--- config.mk ---
export PLATFORM = sky130hd
export DESIGN_NAME = xor_stream_cipher_flat
export DESIGN_NICKNAME = d
export VERILOG_FILES = /design/src/rtl/xor_stream_cipher_pkg.sv /design/src/rtl/xor_stream_cipher_if.sv /design/src/rtl/xor_stream_cipher_tx_shifter.sv /design/src/rtl/xor_stream_cipher.sv /design/src/flat_wrapper.sv
export SDC_FILE = /design/constraint.sdc
export NUM_CORES = 1
export LEC_CHECK = 0
export ABC_AREA = 1
export CAP_MARGIN = 20
export CORE_UTILIZATION = 40
export CTS_BUF_LIST = sky130_fd_sc_hd__clkbuf_8
export DETAILED_ROUTE_END_ITERATION = 12
export DONT_BUFFER_PORTS = 1
export GPL_TIMING_DRIVEN = 0
export PLACE_DENSITY = 0.56
export SLEW_MARGIN = 10
export SYNTH_ARGS = -nofsm -noshare
export SYNTH_HDL_FRONTEND = slang
export SYNTH_SLANG_ARGS = --single-unit
--- constraint.sdc ---
create_clock -name clk -period 1.8 [get_ports clk]
set_input_delay 0.27 -clock clk [delete_from_list [all_inputs] [get_ports clk]]
set_output_delay 0.27 -clock clk [all_outputs]
set_load 0.1 [all_outputs]
--- src/rtl/xor_stream_cipher_pkg.sv ---
// xor_cipher_pkg: shared state encodings, default sizes and key-slice sizing helpers
package xor_cipher_pkg;
    typedef enum logic [1:0] {KEY_EMPTY, KEY_LOADING, KEY_READY} key_state_t;
    typedef enum logic {TX_IDLE, TX_SHIFT} tx_state_t;
    localparam int DEF_MSG_SIZE = 8;
    localparam int DEF_KEY_SIZE = 32;
    function automatic int slice_count(input int key_size, input int msg_size);
        return key_size / msg_size;
    endfunction
    function automatic int idx_width(input int key_size, input int msg_size);
        return (key_size / msg_size > 1) ? $clog2(key_size / msg_size) : 1;
    endfunction
endpackage

--- src/rtl/xor_stream_cipher_if.sv ---
// xor_stream_cipher_if: serial key/message input bundle and ciphertext output bundle
interface xor_stream_cipher_if;
    logic ena;
    logic iData_in;
    logic iKey_flag;
    logic iMsg_flag;
    logic oData_out;
    logic oData_flag;
    logic oKey_valid;
    logic oBusy;
    logic oError;
    modport master (output ena, iData_in, iKey_flag, iMsg_flag,
                    input  oData_out, oData_flag, oKey_valid, oBusy, oError);
    modport slave  (input  ena, iData_in, iKey_flag, iMsg_flag,
                    output oData_out, oData_flag, oKey_valid, oBusy, oError);
endinterface

--- src/rtl/xor_stream_cipher_tx_shifter.sv ---
// cipher_tx_shifter: parallel-load, MSB-first serial-out register with a valid flag
module cipher_tx_shifter import xor_cipher_pkg::*; #(
    parameter int MSG_SIZE = DEF_MSG_SIZE
) (
    input  logic                clk,
    input  logic                rst,
    input  logic                i_ena,
    input  logic                i_load,
    input  logic [MSG_SIZE-1:0] i_word,
    output logic                o_data,
    output logic                o_flag
);
    localparam int CW = $clog2(MSG_SIZE);
    tx_state_t           r_state;
    logic [MSG_SIZE-1:0] r_sr;
    logic [CW-1:0]       r_cnt;
    // A load on the final bit's edge restarts the word, keeping the flag high for streaming
    always_ff @(posedge clk or posedge rst) begin
        if (rst) begin
            r_state <= TX_IDLE;
            r_sr    <= '0;
            r_cnt   <= '0;
        end else if (i_ena) begin
            if (i_load) begin
                r_state <= TX_SHIFT;
                r_sr    <= i_word;
                r_cnt   <= '0;
            end else if (r_state == TX_SHIFT) begin
                r_sr  <= r_sr << 1;
                r_cnt <= r_cnt + 1'b1;
                if (r_cnt == CW'(MSG_SIZE - 1)) begin
                    r_state <= TX_IDLE;
                    r_cnt   <= '0;
                end
            end
        end
    end
    assign o_data = r_sr[MSG_SIZE-1];
    assign o_flag = r_state == TX_SHIFT;
endmodule

--- src/rtl/xor_stream_cipher.sv ---
// xor_stream_cipher: serial key load, word assembly, rotating key-slice XOR and serial ciphertext out
module xor_stream_cipher import xor_cipher_pkg::*; #(
    parameter int MSG_SIZE   = DEF_MSG_SIZE,
    parameter int KEY_SIZE   = DEF_KEY_SIZE,
    parameter int KEY_ROTATE = 1
) (
    input logic               clk,
    input logic               rst,
    xor_stream_cipher_if.slave bus
);
    localparam int NSLICE = slice_count(KEY_SIZE, MSG_SIZE);
    localparam int IW     = idx_width(KEY_SIZE, MSG_SIZE);
    localparam int KW     = $clog2(KEY_SIZE);
    localparam int MW     = $clog2(MSG_SIZE);
    if (KEY_SIZE % MSG_SIZE != 0 || MSG_SIZE < 2) begin : g_bad_size
        $error("KEY_SIZE must be a multiple of MSG_SIZE and MSG_SIZE >= 2");
    end
    key_state_t          r_key_state;
    logic [KEY_SIZE-1:0] r_key;
    logic [KW-1:0]       r_key_cnt;
    logic [MSG_SIZE-1:0] r_msg;
    logic [MW-1:0]       r_msg_cnt;
    logic [IW-1:0]       r_idx;
    logic                r_err;
    logic [MSG_SIZE-1:0] w_slices [NSLICE];
    logic [MSG_SIZE-1:0] w_cipher;
    logic                w_msg_bit;
    logic                w_word_done;
    logic                w_flag;
    // First-received key bits form slice 0
    for (genvar g = 0; g < NSLICE; g++) begin : g_slice
        assign w_slices[g] = r_key[KEY_SIZE-1-g*MSG_SIZE -: MSG_SIZE];
    end
    assign w_msg_bit   = bus.ena & bus.iMsg_flag & ~bus.iKey_flag & (r_key_state == KEY_READY);
    assign w_word_done = w_msg_bit & (r_msg_cnt == MW'(MSG_SIZE - 1));
    assign w_cipher    = {r_msg[MSG_SIZE-2:0], bus.iData_in} ^ w_slices[r_idx];
    always_ff @(posedge clk or posedge rst) begin
        if (rst) begin
            r_key_state <= KEY_EMPTY;
            r_key       <= '0;
            r_key_cnt   <= '0;
            r_msg       <= '0;
            r_msg_cnt   <= '0;
            r_idx       <= '0;
            r_err       <= 1'b0;
        end else if (bus.ena) begin
            if (bus.iKey_flag) begin
                r_key <= {r_key[KEY_SIZE-2:0], bus.iData_in};
                r_err <= bus.iMsg_flag;
                if (r_key_cnt == KW'(KEY_SIZE - 1)) begin
                    r_key_state <= KEY_READY;
                    r_key_cnt   <= '0;
                    r_idx       <= '0;
                end else begin
                    r_key_state <= KEY_LOADING;
                    r_key_cnt   <= r_key_cnt + 1'b1;
                end
            end else if (r_key_state == KEY_LOADING) begin
                r_key_state <= KEY_EMPTY;
                r_key_cnt   <= '0;
            end
            if (bus.iMsg_flag && !bus.iKey_flag && r_key_state != KEY_READY)
                r_err <= 1'b1;
            if (w_msg_bit)
                r_msg <= {r_msg[MSG_SIZE-2:0], bus.iData_in};
            r_msg_cnt <= (w_msg_bit && !w_word_done) ? r_msg_cnt + 1'b1 : '0;
            if (w_word_done && KEY_ROTATE != 0)
                r_idx <= (r_idx == IW'(NSLICE - 1)) ? '0 : r_idx + 1'b1;
        end
    end
    cipher_tx_shifter #(.MSG_SIZE(MSG_SIZE)) u_tx (
        .clk    (clk),
        .rst    (rst),
        .i_ena  (bus.ena),
        .i_load (w_word_done),
        .i_word (w_cipher),
        .o_data (bus.oData_out),
        .o_flag (w_flag)
    );
    assign bus.oData_flag = w_flag;
    assign bus.oKey_valid = r_key_state == KEY_READY;
    assign bus.oError     = r_err;
    assign bus.oBusy      = (r_msg_cnt != '0) | w_flag;
endmodule

--- src/flat_wrapper.sv ---
// flat-port wrapper written by rule: the top's interface ports become plain ports
module xor_stream_cipher_flat import xor_cipher_pkg::*;
#(
    parameter int MSG_SIZE   = DEF_MSG_SIZE,
    parameter int KEY_SIZE   = DEF_KEY_SIZE,
    parameter int KEY_ROTATE = 1
)
  (clk, rst, bus_ena, bus_iData_in, bus_iKey_flag, bus_iMsg_flag, bus_oData_out, bus_oData_flag, bus_oKey_valid, bus_oBusy, bus_oError);
  xor_stream_cipher_if bus_i ();
  input logic clk;
  input logic rst;
  input wire logic [$bits(bus_i.ena)-1:0] bus_ena;
  input wire logic [$bits(bus_i.iData_in)-1:0] bus_iData_in;
  input wire logic [$bits(bus_i.iKey_flag)-1:0] bus_iKey_flag;
  input wire logic [$bits(bus_i.iMsg_flag)-1:0] bus_iMsg_flag;
  output wire logic [$bits(bus_i.oData_out)-1:0] bus_oData_out;
  output wire logic [$bits(bus_i.oData_flag)-1:0] bus_oData_flag;
  output wire logic [$bits(bus_i.oKey_valid)-1:0] bus_oKey_valid;
  output wire logic [$bits(bus_i.oBusy)-1:0] bus_oBusy;
  output wire logic [$bits(bus_i.oError)-1:0] bus_oError;
  assign bus_i.ena = bus_ena;
  assign bus_i.iData_in = bus_iData_in;
  assign bus_i.iKey_flag = bus_iKey_flag;
  assign bus_i.iMsg_flag = bus_iMsg_flag;
  assign bus_oData_out = bus_i.oData_out;
  assign bus_oData_flag = bus_i.oData_flag;
  assign bus_oKey_valid = bus_i.oKey_valid;
  assign bus_oBusy = bus_i.oBusy;
  assign bus_oError = bus_i.oError;
  xor_stream_cipher #(.MSG_SIZE(MSG_SIZE), .KEY_SIZE(KEY_SIZE), .KEY_ROTATE(KEY_ROTATE)) u_core (.clk(clk), .rst(rst), .bus(bus_i));
endmodule
# Word level (Yosys, flattened, before mapping)
# Index checks and enable logic that the tools add are counted.
dict set report totals {
  register_bits 64
  input_bits 6
}
dict set report classes {
  n_addsub 4
  magnitude_cmp 1
  n_eq_ne 7
  mux 24
  bitwise 8
  reduce_logical 17
}
# operator n
set op_table {}
lappend op_table {{$mux W8} 4}
lappend op_table {{$bmux W8 S2} 1}
lappend op_table {{$mux W5} 3}
lappend op_table {{$mux W2} 7}
lappend op_table {{$mux W3} 4}
lappend op_table {{$reduce_and A2 Y1} 5}
lappend op_table {{$reduce_bool A2 Y1} 5}
lappend op_table {{$xor A8 B8 Y8} 1}
lappend op_table {{$add A3 B1 Y3 const B} 2}
lappend op_table {{$eq A3 B3 Y1 const B} 2}
lappend op_table {{$add A5 B1 Y5 const B} 1}
lappend op_table {{$eq A5 B5 Y1 const B} 1}
lappend op_table {{$mux W1} 5}
lappend op_table {{$and A1 B1 Y1} 4}
lappend op_table {{$eq A2 B2 Y1 const B} 2}
lappend op_table {{$ge A3 B3 Y1 const B} 1}
lappend op_table {{$logic_and A1 B1 Y1} 3}
lappend op_table {{$not A2 Y3} 1}
lappend op_table {{$reduce_and A3 Y1} 1}
lappend op_table {{$reduce_bool A3 Y1} 1}
lappend op_table {{$add A2 B1 Y2 const B} 1}
lappend op_table {{$eq A2 B1 Y1 const B} 1}
lappend op_table {{$logic_not A1 Y1} 2}
lappend op_table {{$ne A2 B2 Y1 const B} 1}
lappend op_table {{2 further kinds} 2}

# Logic depth before layout (Yosys ltp)
dict set report logic_depth {
  ltp_word 7
  depth_mapped 9
  ltp_nobuf 9
}

# By module
# A second synthesis with hierarchy kept.
dict set report hier_totals {
  cells_unflattened 396
  hier_area_um2 3151.8
}
# mod instances cells_per_inst area_per_inst_um2
set by_module_without_submodules {}
lappend by_module_without_submodules {xor_stream_cipher 1 315 2548.7}
lappend by_module_without_submodules {cipher_tx_shifter 1 81 603.1}

# Least setup slack after synthesis
# No wires, ideal clock.
dict set report synth_path {
  path_kind {reg-to-output}
  start {register u_core.u_tx.r_state, in the netlist u_core.u_tx.o_flag}
  end {output bus_oBusy}
  arrival_time_ns 1.713
  required_ns 1.530
  path_slack_ns -0.183
  path_stages_with_launch 3
  n_path_buf 0
  path_cell_list {dfrtp_1 > nor2_1 > nand2_1}
}
dict set report synth_between {
  elab_chain_len 1
}
# item line
set synth_lines {}
lappend synth_lines {{from (decl)} xor_stream_cipher_tx_shifter.sv:14} ;# tx_state_t r_state;
lappend synth_lines {{from (signal assigned)} xor_stream_cipher_tx_shifter.sv:20} ;# r_state <= TX_IDLE;
lappend synth_lines {{from (signal assigned)} xor_stream_cipher_tx_shifter.sv:25} ;# r_state <= TX_SHIFT;
lappend synth_lines {{from (signal assigned)} xor_stream_cipher_tx_shifter.sv:32} ;# r_state <= TX_IDLE;
lappend synth_lines {{$or A1 B1 Y1} xor_stream_cipher.sv:83} ;# assign bus.oBusy = (r_msg_cnt != '0) | w_flag;
lappend synth_lines {{to (decl)} flat_wrapper.sv:19} ;# output wire logic [$bits(bus_i.oBusy)-1:0] bus_oBusy;
# No other way between the ends.

# Final worst setup path
dict set report layout_path {
  start {register u_core.r_key_state[0]}
  end {register u_core.u_tx.r_sr[2]}
}
dict set report layout_between {
  elab_chain_len 5
  elab_cells_between_ends 6
}
# item line
set layout_lines {}
lappend layout_lines {{from (decl)} xor_stream_cipher.sv:18} ;# key_state_t r_key_state;
lappend layout_lines {{from (signal assigned)} xor_stream_cipher.sv:39} ;# r_key_state <= KEY_EMPTY;
lappend layout_lines {{from (signal assigned)} xor_stream_cipher.sv:51} ;# r_key_state <= KEY_READY;
lappend layout_lines {{from (signal assigned)} xor_stream_cipher.sv:55} ;# r_key_state <= KEY_LOADING;
lappend layout_lines {{$eq A2 B2 Y1 (*)} --}
lappend layout_lines {{via bus_oKey_valid} flat_wrapper.sv:18} ;# output wire logic [$bits(bus_i.oKey_valid)-1:0] bus_oKey_valid;
lappend layout_lines {{$and A1 B1 Y1 (*)} xor_stream_cipher.sv:34} ;# assign w_msg_bit = bus.ena & bus.iMsg_flag & ~bus.iKey_flag & (r_key_state == KEY_READY);
lappend layout_lines {{$and A1 B1 Y1 (*)} xor_stream_cipher.sv:35} ;# assign w_word_done = w_msg_bit & (r_msg_cnt == MW'(MSG_SIZE - 1));
lappend layout_lines {{$reduce_bool A2 Y1 (no line)} --}
lappend layout_lines {{$reduce_and A2 Y1 (no line)} --}
lappend layout_lines {{to (signal assigned)} xor_stream_cipher_tx_shifter.sv:26} ;# r_sr <= i_word;
lappend layout_lines {{to (signal assigned)} xor_stream_cipher_tx_shifter.sv:29} ;# r_sr <= r_sr << 1;
lappend layout_lines {{to (decl)} xor_stream_cipher_tx_shifter.sv:15} ;# logic [MSG_SIZE-1:0] r_sr;
# The timed path passes the listed nets; every way through them passes the cells marked *.
# A chain may end at the register's enable or synchronous reset.

==> metrics.txt <==
Setup Skew=10.5 ps; Synth cell types=23; Placed Area=3180 um2; post-synth top area share=52.8%; hold path start=bus_ena; core area=7290 um2; cell depth of the worst hold path=1; Worst setup SP type=flip-flop; drt drc=0; CP endpoint kind=flip-flop; GRT Util Overall=19.5%; post-place setup slack=-146 ps; CTS Buf Count=9; syn nets=385; worst path arrival time=1970 ps; clk root buf=clkbuf_8; final setup margin=56.3 ps; global-route wire length before repair=11,400 um; drt initial violations=152; Final Power=3.36 mW; post-synthesis average cell area=8.18 um2; H-tree depth=3; outcome=completed; TritonCTS clock tree=built; Slowest cell on crit path=nor2_4; cell accounting for the most synthesized area=dfrtp_1; vias in the first global route=2,170; initial antenna violation count=0; CP Launch Point=u_core.r_key_state[0]; ANT nets after route=0; area grow syn2layout=14.4%; YS warnings=0; worst min path class=primary input to flip-flop; Die W=89.1 um; Final Util=47.6%; Placer Congestion=0.780; asr flop ratio synth=100%; Boundary Pins=11; Final Critical Period=1740 ps; First-pass DRT Iterations=4; clk_lat worst skew=340 ps; Worst R2R Path Depth=8; Pins Over Slew Limit=0; Critical R2R Launch=u_core.r_key_state[0]; fmax=573 MHz; Final TNS setup=0 ps; CP required=2020 ps; count leader, synth=nand2_1; final antenna diode count=0; CP cell instances=nor2_4, nand3_4, buf_8, buf_4, nand3_1, o21ai_1, inv_1, nand2_1; Rows=31; normalized max-slew margin=38.4%; leakage dissipation=1.65 nW; period utilization=96.9%; Clock Tree Buf Depth=2; Max-Cap Viols=0; full die area=7940 um2; die height=89.1 um; clk sinks=64; post-synthesis register bit count=64; Setup-failing EPs final=0; WL final=6990 um; hpwl dp=4850 um; Clk pin slew, worst setup/hold paths=70 ps; Finished Cell Area=3470 um2; critical path type=flip-flop to flip-flop; Final Hold Vio Count=0; CP Max Fanout=6; Final #Nets=402; Starting Density=41.6%; layout cell share with drive strength beyond 1=11.7%; Max IR drop VDD=0.583 mV; Area contributors post-synth=dfrtp_1 53%, nand2_1 15%, o21ai_0 8.7%; Synth top cells by count=119 x nand2_1, 64 x dfrtp_1, 53 x o21ai_0; via count=2,441; EDFF count, synth=0; port buffer count=0; Mapped Area=3030 um2; Mapped Cells=371; sequential element share of the synthesized area=52.8%; grt total ovfl=0; CP peak stage delay=570 ps; Top FF cell, synth=dfrtp_1; mean routed wirelength per cell=14.2 um; Power Density=968 nW/um2; worst slew pin tran=924 ps; largest net degree at the start of global routing=38; unrepaired setup endpoints after global routing=true; Vias per Instance=4.97
==> flip-flops by register name, summed over array words and instances (netlist names) <==
signal / count
u_core.bus.oError: 1
u_core.u_tx.r_sr: 8
u_core.u_tx.o_flag: 1
u_core.r_msg_cnt: 3
u_core.r_key_cnt: 5
u_core.r_key: 32
u_core.u_tx.r_cnt: 3
u_core.r_idx: 2
u_core.r_msg: 7
u_core.r_key_state: 2
==> per-layer routing <==
metal / global-route usage (%) / part of all wire, % / routed length [um]
met5: 0 / 0 / 0
met4: 7.22 / 1.6 / 109
met3: 4.34 / 2.1 / 147
met2: 28.0 / 45 / 3160
met1: 28.7 / 51 / 3570
==> worst max-delay path: cells and delay by family (launching register included) <==
| kind | cells | cell delay (ps) |
|---|---|---|
| buf+inv | 3 | 360 |
| compound gates | 1 | 60 |
| simple gates | 4 | 780 |
| flops | 1 | 420 |
==> path summary, 6_finish.rpt <==
check	end	slack (ps)
min	u_core.r_msg_cnt[0]	20
max in group asynchronous	u_core.r_key[1]	710
min reg2reg	u_core.u_tx.r_cnt[1]	480
max	u_core.u_tx.r_sr[2]	60
max reg2reg	u_core.u_tx.r_sr[2]	60
min in group asynchronous	u_core.u_tx.r_cnt[1]	500
==> layout make-up <==
| cell class | count | area [um2] |
|---|---|---|
| multi-input combinational | 249 | 1210 |
| fill | 772 | 3820 |
| tap | 99 | 124 |
| sequential | 64 | 1610 |
| inverter | 45 | 178 |
| timing repair buffer | 6 | 85.1 |
| buffer | 13 | 76.3 |
| clock buffer | 13 | 179 |
| clock inverter | 2 | 12.5 |
==> stage by stage <==
| step | hold slack [ps] | cells |
|---|---|---|
| floorplan | 366 | 371 |
| global placement | 373 | 470 |
| detailed placement | 268 | 471 |
| CTS | 8.70 | 487 |
| global route | 14.5 | 491 |
| finish | 20.0 | 491 |
==> cells in the final DEF (no fill, tap or decap), types with 3 or more instances in the layout <==
master    netlist  layout
nor2_1          8       8
clkbuf_1        4       4
nand2_1       119     117
inv_1          41      39
o21ai_1         3       5
ha_1            8       8
dfrtp_1        64      63
nand3_1        41      39
inv_2           3       3
o21ai_0        53      51
buf_2           7       7
nand2_2         2       3
clkbuf_8        0      13
a21oi_1         6       6
==> cells by family after synthesis <==
family	Yosys count	share of synthesized area (%)
buffers and inverters	58	8.00
XOR/XNOR	1	0.289
AO/OA/AOI/OAI	64	10.8
AND/OR/NAND/NOR	176	24.8
flip-flops	64	52.8
adder cells (fa/ha/maj)	8	3.30
==> where the power goes <==
group          internal [mW]  switching (mW)  leakage, nW
Sequential              1.62           0.156        0.826
Clock                  0.641           0.553       0.0975
Combinational          0.149           0.241        0.727
==> repair_timing <==
item,4_1_cts,5_1_grt
buffers inserted,0,3
pin swaps,0,4
endpoints found under the setup margin,12,10
endpoints found under the hold margin,27,0
hold buffers,1,0
gates cloned,0,1
gates resized for setup,2,12
Power figures use the tool's default switching activity.
